## config.mk

```make
export PLATFORM = sky130hd
export DESIGN_NAME = ccd_pixel_capture
export DESIGN_NICKNAME = d
export VERILOG_FILES = /design/src/rtl/ccd_pixel_capture.sv
export SDC_FILE = /design/constraint.sdc
export NUM_CORES = 1
export LEC_CHECK = 0
export BUFFER_PORTS_ARGS = -buffer_cell sky130_fd_sc_hd__clkbuf_2
export CORE_AREA = 2 2 158 160
export CTS_BUF_LIST = sky130_fd_sc_hd__clkbuf_4 sky130_fd_sc_hd__clkbuf_8
export CTS_CLUSTER_DIAMETER = 150
export DETAILED_ROUTE_END_ITERATION = 8
export DIE_AREA = 0 0 160 162
export HOLD_SLACK_MARGIN = 0.02
export PLACE_DENSITY = 0.73
export SLEW_MARGIN = 20
export SYNTH_ARGS = -nofsm -noshare
export SYNTH_HDL_FRONTEND = slang
export SYNTH_SLANG_ARGS = --single-unit
```

## constraint.sdc

```tcl
create_clock -name clk -period 3.14 [get_ports clk]
set_clock_uncertainty 0.05 [all_clocks]
set_input_delay 0.314 -clock clk [delete_from_list [all_inputs] [get_ports clk]]
set_output_delay 0.314 -clock clk [all_outputs]
set_load 0.02 [all_outputs]
```

## src/rtl/ccd_pixel_capture.sv

```systemverilog
// ccd_pixel_capture: aligns CCD timing to the ADC pipeline, clamps optical black,
// frames active pixels into lines/frames and buffers them in a small FIFO.
module ccd_pixel_capture #(
    parameter int DATA_W      = 12,
    parameter int ADC_LAT     = 3,
    parameter int LINE_PIXELS = 776,
    parameter int FRAME_LINES = 1040,
    parameter int FIFO_DEPTH  = 16
) (
    input  logic              clk,
    input  logic              reset,
    input  logic              frame_start,
    input  logic              hblank,
    input  logic              cob,
    input  logic [DATA_W-1:0] adc_data,
    input  logic              pix_ready,
    output logic              pix_valid,
    output logic [DATA_W-1:0] pix_data,
    output logic              pix_sol,
    output logic              pix_sof,
    output logic [DATA_W-1:0] black_level,
    output logic              overflow
);
    localparam int XW = $clog2(LINE_PIXELS + 1);
    localparam int LW = $clog2(FRAME_LINES + 1);
    localparam int AW = $clog2(FIFO_DEPTH);

    typedef enum logic [1:0] {IDLE, WAIT_LINE, ACTIVE, LINE_DONE} state_t;

    logic [ADC_LAT-1:0] hb_sr, cob_sr;
    logic               hb_d, cob_d, cob_q, cob_fall;
    logic [DATA_W+3:0]  acc;
    logic [4:0]         bcnt;
    state_t             state, nxt;
    logic [XW-1:0]      x_cnt, x_nxt;
    logic [LW-1:0]      line_cnt, line_nxt;
    logic               sof_pending, sofp_nxt, cap;
    logic               cap_v, cap_sol, cap_sof;
    logic [DATA_W-1:0]  cap_data;
    logic [DATA_W+1:0]  mem [FIFO_DEPTH];
    logic [AW-1:0]      wr_ptr, rd_ptr;
    logic [AW:0]        cnt;
    logic               full, wr, rd;

    assign hb_d     = hb_sr[ADC_LAT-1];
    assign cob_d    = cob_sr[ADC_LAT-1];
    assign cob_fall = cob_q & ~cob_d;

    always_ff @(posedge clk) begin
        if (!reset) begin
            hb_sr  <= '0;
            cob_sr <= '0;
        end else begin
            hb_sr  <= ADC_LAT'({hb_sr, hblank});
            cob_sr <= ADC_LAT'({cob_sr, cob});
        end
    end

    // Clamp: average of the first 16 black samples, committed only if 16 were seen
    always_ff @(posedge clk) begin
        if (!reset) begin
            acc         <= '0;
            bcnt        <= '0;
            cob_q       <= 1'b0;
            black_level <= '0;
        end else begin
            cob_q <= cob_d;
            if (cob_fall) begin
                acc  <= '0;
                bcnt <= '0;
                if (bcnt == 5'd16) black_level <= acc[DATA_W+3:4];
            end else if (cob_d && bcnt != 5'd16) begin
                acc  <= acc + (DATA_W+4)'(adc_data);
                bcnt <= bcnt + 5'd1;
            end
        end
    end

    always_ff @(posedge clk) begin
        if (!reset) begin
            state       <= IDLE;
            x_cnt       <= '0;
            line_cnt    <= '0;
            sof_pending <= 1'b0;
        end else begin
            state       <= nxt;
            x_cnt       <= x_nxt;
            line_cnt    <= line_nxt;
            sof_pending <= sofp_nxt;
        end
    end

    always_comb begin
        nxt      = state;
        x_nxt    = x_cnt;
        line_nxt = line_cnt;
        sofp_nxt = sof_pending;
        cap      = 1'b0;
        if (frame_start) begin
            nxt      = WAIT_LINE;
            x_nxt    = '0;
            line_nxt = '0;
            sofp_nxt = 1'b1;
        end else begin
            case (state)
                WAIT_LINE: if (!hb_d) begin
                    cap   = 1'b1;
                    x_nxt = XW'(1);
                    nxt   = (LINE_PIXELS == 1) ? LINE_DONE : ACTIVE;
                end
                ACTIVE: if (!hb_d) begin
                    cap   = 1'b1;
                    x_nxt = x_cnt + 1'b1;
                    if (x_cnt == XW'(LINE_PIXELS - 1)) nxt = LINE_DONE;
                end
                default: ;
            endcase
            // Line end: either the full count was reached or blanking cut it short
            if ((state == ACTIVE || state == LINE_DONE) && hb_d) begin
                x_nxt    = '0;
                line_nxt = line_cnt + 1'b1;
                nxt      = (line_cnt + 1'b1 == LW'(FRAME_LINES)) ? IDLE : WAIT_LINE;
            end
            if (cap) sofp_nxt = 1'b0;
        end
    end

    always_ff @(posedge clk) begin
        if (!reset) begin
            cap_v    <= 1'b0;
            cap_data <= '0;
            cap_sol  <= 1'b0;
            cap_sof  <= 1'b0;
        end else begin
            cap_v <= cap;
            if (cap) begin
                cap_data <= (adc_data > black_level) ? adc_data - black_level : '0;
                cap_sol  <= (x_cnt == '0);
                cap_sof  <= sof_pending;
            end
        end
    end

    assign full = (cnt == (AW+1)'(FIFO_DEPTH));
    assign rd   = pix_valid & pix_ready;
    assign wr   = cap_v & (~full | rd);

    always_ff @(posedge clk) begin
        if (wr) mem[wr_ptr] <= {cap_data, cap_sol, cap_sof};
    end

    always_ff @(posedge clk) begin
        if (!reset) begin
            wr_ptr   <= '0;
            rd_ptr   <= '0;
            cnt      <= '0;
            overflow <= 1'b0;
        end else begin
            if (wr) wr_ptr <= wr_ptr + 1'b1;
            if (rd) rd_ptr <= rd_ptr + 1'b1;
            cnt <= cnt + (AW+1)'(wr) - (AW+1)'(rd);
            if (cap_v && !wr) overflow <= 1'b1;
        end
    end

    assign pix_valid = (cnt != '0);
    assign {pix_data, pix_sol, pix_sof} = pix_valid ? mem[rd_ptr] : '0;
endmodule

```

==> results of run 1 <==
## synth_stat cells (all sizes together), types with 11 or more instances
cell type	instances	share of area (%)
edfxtp	224	49
mux2i	15	1.1
xnor2	20	1.3
buf	15	0.71
mux4	70	11
dfxtp	97	14
and2	20	0.91
o21ai	21	0.76
a22o	11	0.70
nor2b	38	1.7
clkbuf	27	0.73
nand3	17	0.62
xor2	21	1.3
nand2b	12	0.54
nand2	47	1.3
a21oi	39	1.4
nor2	55	1.5
inv	37	1.0
nand4	15	0.68
ha	44	4.0
## power by group
part	switching (mW)	total (mW)	internal (mW)
Sequential	0.156	4.80	4.64
Combinational	0.938	1.92	0.979
Clock	1.58	3.54	1.96
Total	2.67	10.3	7.58
## how the worst max path moves through the flow
stage / startpoint / endpoint / slack [ns]
CTS: flip-flop / pix_data[5] / 0.02
global placement: cnt[3] / cnt[4] / 0.19
global route: cnt[2] / cnt[4] / -0.008
finish: cnt[3] / cnt[4] / 0.12
floorplan: cnt[3] / cnt[4] / 0.15
detailed placement: cnt[3] / cnt[4] / 0.10
## state kept, by name, indices dropped and copies added (netlist names), 2 cells and up, named ones only
signal / flops
hb_sr: 3
bcnt: 5
cnt: 5
wr_ptr: 4
cob_sr: 3
rd_ptr: 4
acc: 16
cap_data: 12
x_cnt: 10
line_cnt: 11
state: 2
black_level: 12
mem: 224
## timing repair
item | CTS | global route
hold buffers | 3 | 0
buffers inserted | 0 | 1
hold endpoints to repair | 3 | 0
endpoints found under the setup margin | 0 | 2
resized for setup | 0 | 6
## layout make-up
class	count	area, µm²	share of cell area [%]
flip-flops and latches	321	8675	55.49
clock inverters	26	178.9	1.144
multi-input cells	543	4833	30.92
clock buffers	69	862.1	5.514
well taps	324	405.4	2.593
inverters	37	138.9	0.8884
repair buffers	80	540.5	3.457
## critical path: cells and delay by family, from the launching register on
family	cells	cell delay [ns]
AOI/OAI and AO/OA	1	0.13
adders and majority gates	4	0.66
buffers and inverters	5	0.29
DFF	1	0.33
and+or+nand+nor	6	1.46
## routing by layer
layer  up-vias  share of wire (%)  wire [µm]  global-route usage (%)
met5         -                  0          0                       0
met1      4037                 43      11620                   28.21
met2       223                 51      13750                   37.92
met4         0                1.9        525                   6.470
li1       3783                  -          -                       -
met3        42                4.9       1322                   3.371
## logic make-up (layout without fill, tap and decap cells)
kind of cell               after synthesis  in the layout  synth area share, %
DFF                                    321            321                62.74
and+or+nand+nor                        242            242                9.110
xor gates and xnor gates                41             41                2.599
buffers and inverters                   79            212                2.445
muxes                                   85             85                12.50
AOI/OAI and AO/OA                      128            128                6.194
adders and majority gates               47             47                4.419
## metrics by stage
step           cells  instance area (µm²)  total power, mW  util (%)  setup WS (ns)
2_1_floorplan    943                13820            6.287         -         0.1463
3_3_place_gp    1301                14540            6.758     60.33         0.1887
3_5_place_dp    1301                14540            6.804     60.33         0.1024
4_1_cts         1399                15620            10.35     64.78        0.02097
5_1_grt         1400                15630            10.70     64.86      -0.007951
6_report        1400                15630            10.25     64.86         0.1243
==> reports/metrics.yaml, run 1 <==
finish:
  synthToLayoutAreaGrowth_pct: 13.15
  nFillCells: 1790
  diodes: 0
  final_common_cell: "edfxtp_1"
  final_nets: 1100
  layout-drive-gt1-share_pct: 22.96
  most-common-layout-cells: "edfxtp_1, dfxtp_1, mux4_2"
power_and_ir_drop:
  powerDensity_mw_per_mm2: 655.8
  ir_drop_mv: 0.4505
  p_leak_nw: 5.455
placement:
  hpwl_mm: 17.10
  gp_congestion: 0.9059
  port_buffers: 45
critical_path:
  end_kind: "flip-flop"
  cpMostUsedCell: "inv_1"
  critPathLaunchType: "flip-flop"
  ff2ff_setup_slack_ns: 0.12
  cpPeakStageDelay_ns: 0.37
  critical_path_arrival_ns: 3.42
  crit_chain: "inv_2 > ha_1 > or3b_1 > or3b_1 > and2_1 > inv_1 > ha_1 > inv_1 > ha_1 > inv_1 > fa_2 > inv_1 > a21oi_1 > nor2_1 > or3_1 > and3_1"
  worstPathRequired_ns: 3.54
  cp_max_fo: 2
  r2r_end: "cnt[4]"
  reg2reg_from: "cnt[3]"
  slowest_stage: "or3b_1"
  crit_type: "reg -> reg"
  reg2regPathDepth: 16
global_routing:
  grt_usage_pct: 21.63
  grt_max_degree: 25
  gr-total-overflow: 0
  grt_pass1_vias: 8200
  grt_antenna_before_repair: 0
  grt_pass1_wl_mm: 43.24
cts:
  cts_root_buf: "clkbuf_8"
  cts_tree: "built"
  insertion_delay_ns: 0.56
  clkSinkCount: 321
  clock_path_buffers: 3
  clk_pin_slew_ns: 0.06
  htree_num_levels: 2
  cts_made_buffers: 52
floorplanning:
  core_region_area_mm2: 0.02411
  die_x_um: 160
  fp.dieArea_mm2: 0.02592
  die_h_um: 162
  rows: 57
  ios: 46
  initial_utilization_pct: 57.32
logic_synthesis:
  synth_seq_cells: 321
  seq_area_frac_synth_pct: 62.74
  syn_inst: 943
  synth_cell_type_count: 59
  syn_area_per_cell_um2: 14.65
  synth_nets: 1008
  synth_edf_count: 224
  synth_flop_cell: "edfxtp_1"
  synthArstFlopShare_pct: 0
  yosys_warnings: 0
  syn_area_mm2: 0.01382
hold_path:
  hold_path_depth: 4
  hp-start: "adc_data[0]"
  hp-class: "in -> reg"
  whs_endpoint: "acc[0]"
timing:
  tightest_slew_ns: 1.018
  fin_crit_ns: 3.016
  fin_crit_sh_pct: 96.04
  hold_slack_ns: 0.09476
  relSlewSlack_pct: 32.01
  timing.final.max_slew_violations: 0
  setup_tns_ns: 0
  fmax_mhz: 331.6
  finalHoldViolCount: 0
  setup_viol: 0
detailed_routing:
  ant_nets: 0
  wl_per_cell_um: 19.44
  vias: 8085
  finalWirelength_mm: 27.22
  vias_per_cell: 5.775
  firstDrtPassIters: 5
  route.detailed.drc: 0
  drt-initial-drc-count: 535
job:
  maxCapViolCount: 0
outcome:
  status: "finished, final reports clean"
Power figures use the tool's default switching activity.
==> inputs of run 2 (changes only) <==
Settings changed: CORE_AREA 2 2 158 160 to 2 2 218 220, DIE_AREA 0 0 160 162 to 0 0 220 222, PLACE_DENSITY 0.73 to 0.4.
Clock period 3.14 ns to 2.8 ns, I/O delays scaled along.
==> run 2 against run 1 <==
Net effect:
- the flow now finishes with violations (negative setup slack)
- critical endpoint is now pix_data[8]
- register-to-register slack got worse by 0.17 ns
- final cell count rose by 23%
- sequential share of layout area fell by 3.7 points
- worst hold slack improved by 0.0021 ns
==> reports/metrics.yaml, run 2 (synthesis results as in run 1) <==
finish:
  final_nets: 1131
  layout-drive-gt1-share_pct: 27.80
  design_area_mm2: 0.01675
  top_register: "mem"
  final_util_pct: 36.21
  largest_reg_flops: 224
  nFillCells: 4505
  reg_top3: "mem (224), acc (16)"
  synthToLayoutAreaGrowth_pct: 21.22
  final_common_cell: "edfxtp_1"
  most-common-layout-cells: "edfxtp_1, dfxtp_1, clkbuf_8"
  diodes: 0
timing:
  timing.final.max_slew_violations: 0
  fin_crit_sh_pct: 105.3
  rsz0062_at_grt: "true"
  tightest_slew_ns: 1.064
  fmax_mhz: 339.1
  fin_ws_ns: -0.1491
  finalHoldViolCount: 0
  fin_crit_ns: 2.949
  relSlewSlack_pct: 29.02
  setup_viol: 15
  setup_tns_ns: -1.718
critical_path:
  cp_max_fo: 6
  worstPathRequired_ns: 2.47
  reg2reg_from: "cnt[3]"
  critical_path_arrival_ns: 2.62
  critPathLaunchType: "flip-flop"
  crit_type: "reg -> out"
  end_kind: "output pin"
power_and_ir_drop:
  internal_power_mw: 9.424
  switching_power_mw: 3.420
  total_power_mw: 12.84
  p_seq_share_pct: 41.6
  p_leak_nw: 5.777
  pwr-share-clk_pct: 37.1
  switching_share_pct: 26.63
  ir_drop_mv: 0.3431
  powerDensity_mw_per_mm2: 766.9
  p_comb_share_pct: 21.3
global_routing:
  grt_pass1_vias: 8341
  grt_usage_pct: 14.17
  grt_max_degree: 26
  grt_pass1_wl_mm: 51.69
  grt_antenna_before_repair: 0
  gr-total-overflow: 0
placement:
  placed_area_mm2: 0.01516
  port_buffers: 45
  hpwl_mm: 20.96
  gp_congestion: 0.7931
hold_path:
  hp-class: "in -> reg"
  hp-start: "adc_data[11]"
detailed_routing:
  finalWirelength_mm: 33.60
  vias: 8065
  wl_per_cell_um: 19.51
  firstDrtPassIters: 4
  route.detailed.drc: 0
  ant_nets: 0
  vias_per_cell: 4.684
  drt-initial-drc-count: 364
cts:
  cts_made_buffers: 58
  cts_root_buf: "clkbuf_8"
  clock_path_buffers: 3
  insertion_delay_ns: 0.68
  clkSinkCount: 321
  clk_pin_slew_ns: 0.06
  htree_num_levels: 2
  cts_tree: "built"
floorplanning:
  fp.dieArea_mm2: 0.04884
  initial_utilization_pct: 29.87
  core_region_area_mm2: 0.04626
  die_h_um: 222
  ios: 46
  rows: 79
  die_x_um: 220
outcome:
  violations: "negative setup slack"
  status: "complete, but fails checks"
job:
  maxCapViolCount: 0
[run 2: changes by cell type in the layout (fill, tap and decap cells not counted), moves of 4 or more]
cell	change
clkbuf_2	-12
clkbuf_8	+17
buf_4	+10
buf_8	+4
buf_2	+7
nor2_2	+11
nor2_1	-13
buf_12	+8
[run 2: metrics by stage]
| stage | setup slack [ns] | cells | hold slack [ns] |
|---|---|---|---|
| finish | -0.1491 | 1722 | 0.09688 |
| global route | -0.2446 | 1722 | 0.08527 |
| CTS | -0.2606 | 1721 | 0.03050 |
| detailed placement | -0.1172 | 1599 | 0.3698 |
| global placement | -0.1034 | 1598 | 0.3644 |
| floorplan | -0.1327 | 943 | 0.3402 |
[run 2: critical path, cell delays in order (launching register included)]
cell and delay (ns):
dfxtp_4 0.37, buf_12 0.15, buf_8 0.14, mux4_2 0.49, mux4_2 0.53, nor2b_1 0.16
buf_2 0.16
[run 2: path summary, 6_finish.rpt]
check	slack, ns	endpoint	cells after the start
setup / recovery	-0.15	pix_data[8]	6
hold / removal	0.1	acc[11]	4
setup reg to reg	-0.05	cnt[4]	16
hold reg to reg	0.38	hb_sr[2]	1
[run 2: layer usage]
layer / up-vias / track usage [%] / part of all wire [%]
li1: 3862 / - / -
met1: 4015 / 19.17 / 47
met2: 128 / 22.82 / 47
met3: 60 / 3.004 / 3.9
met4: 0 / 4.113 / 2.1
met5: - / 0 / 0
[run 2: what timing repair did]
item	in CTS	in global routing
hold endpoints to repair	8	0
hold buffers	6	0
gates cloned	2	1
resized for setup	10	29
setup buffers	5	0
pin swaps	3	0
setup endpoints to repair	16	16
[run 2: layout make-up]
cell class,count,area (µm²),share of cell area (%)
Timing Repair Buffer,105,959.7,5.730
Multi-Input combinational cell,543,4935,29.46
Clock buffer,89,1119,6.679
Inverter,37,138.9,0.8292
Tap cell,607,759.5,4.535
Clock inverter,20,161.4,0.9637
Sequential cell,321,8676,51.80
[run 2: power groups by stage]
stage | clock [mW] | combinational [mW] | sequential, mW
6_report | 4.77 | 2.73 | 5.34
5_1_grt | 5.17 | 2.99 | 5.37
4_1_cts | 4.95 | 2.68 | 5.35
3_5_place_dp | 0 | 2.42 | 5.48
3_3_place_gp | 0 | 2.42 | 5.48
2_1_floorplan | 0 | 1.71 | 5.38
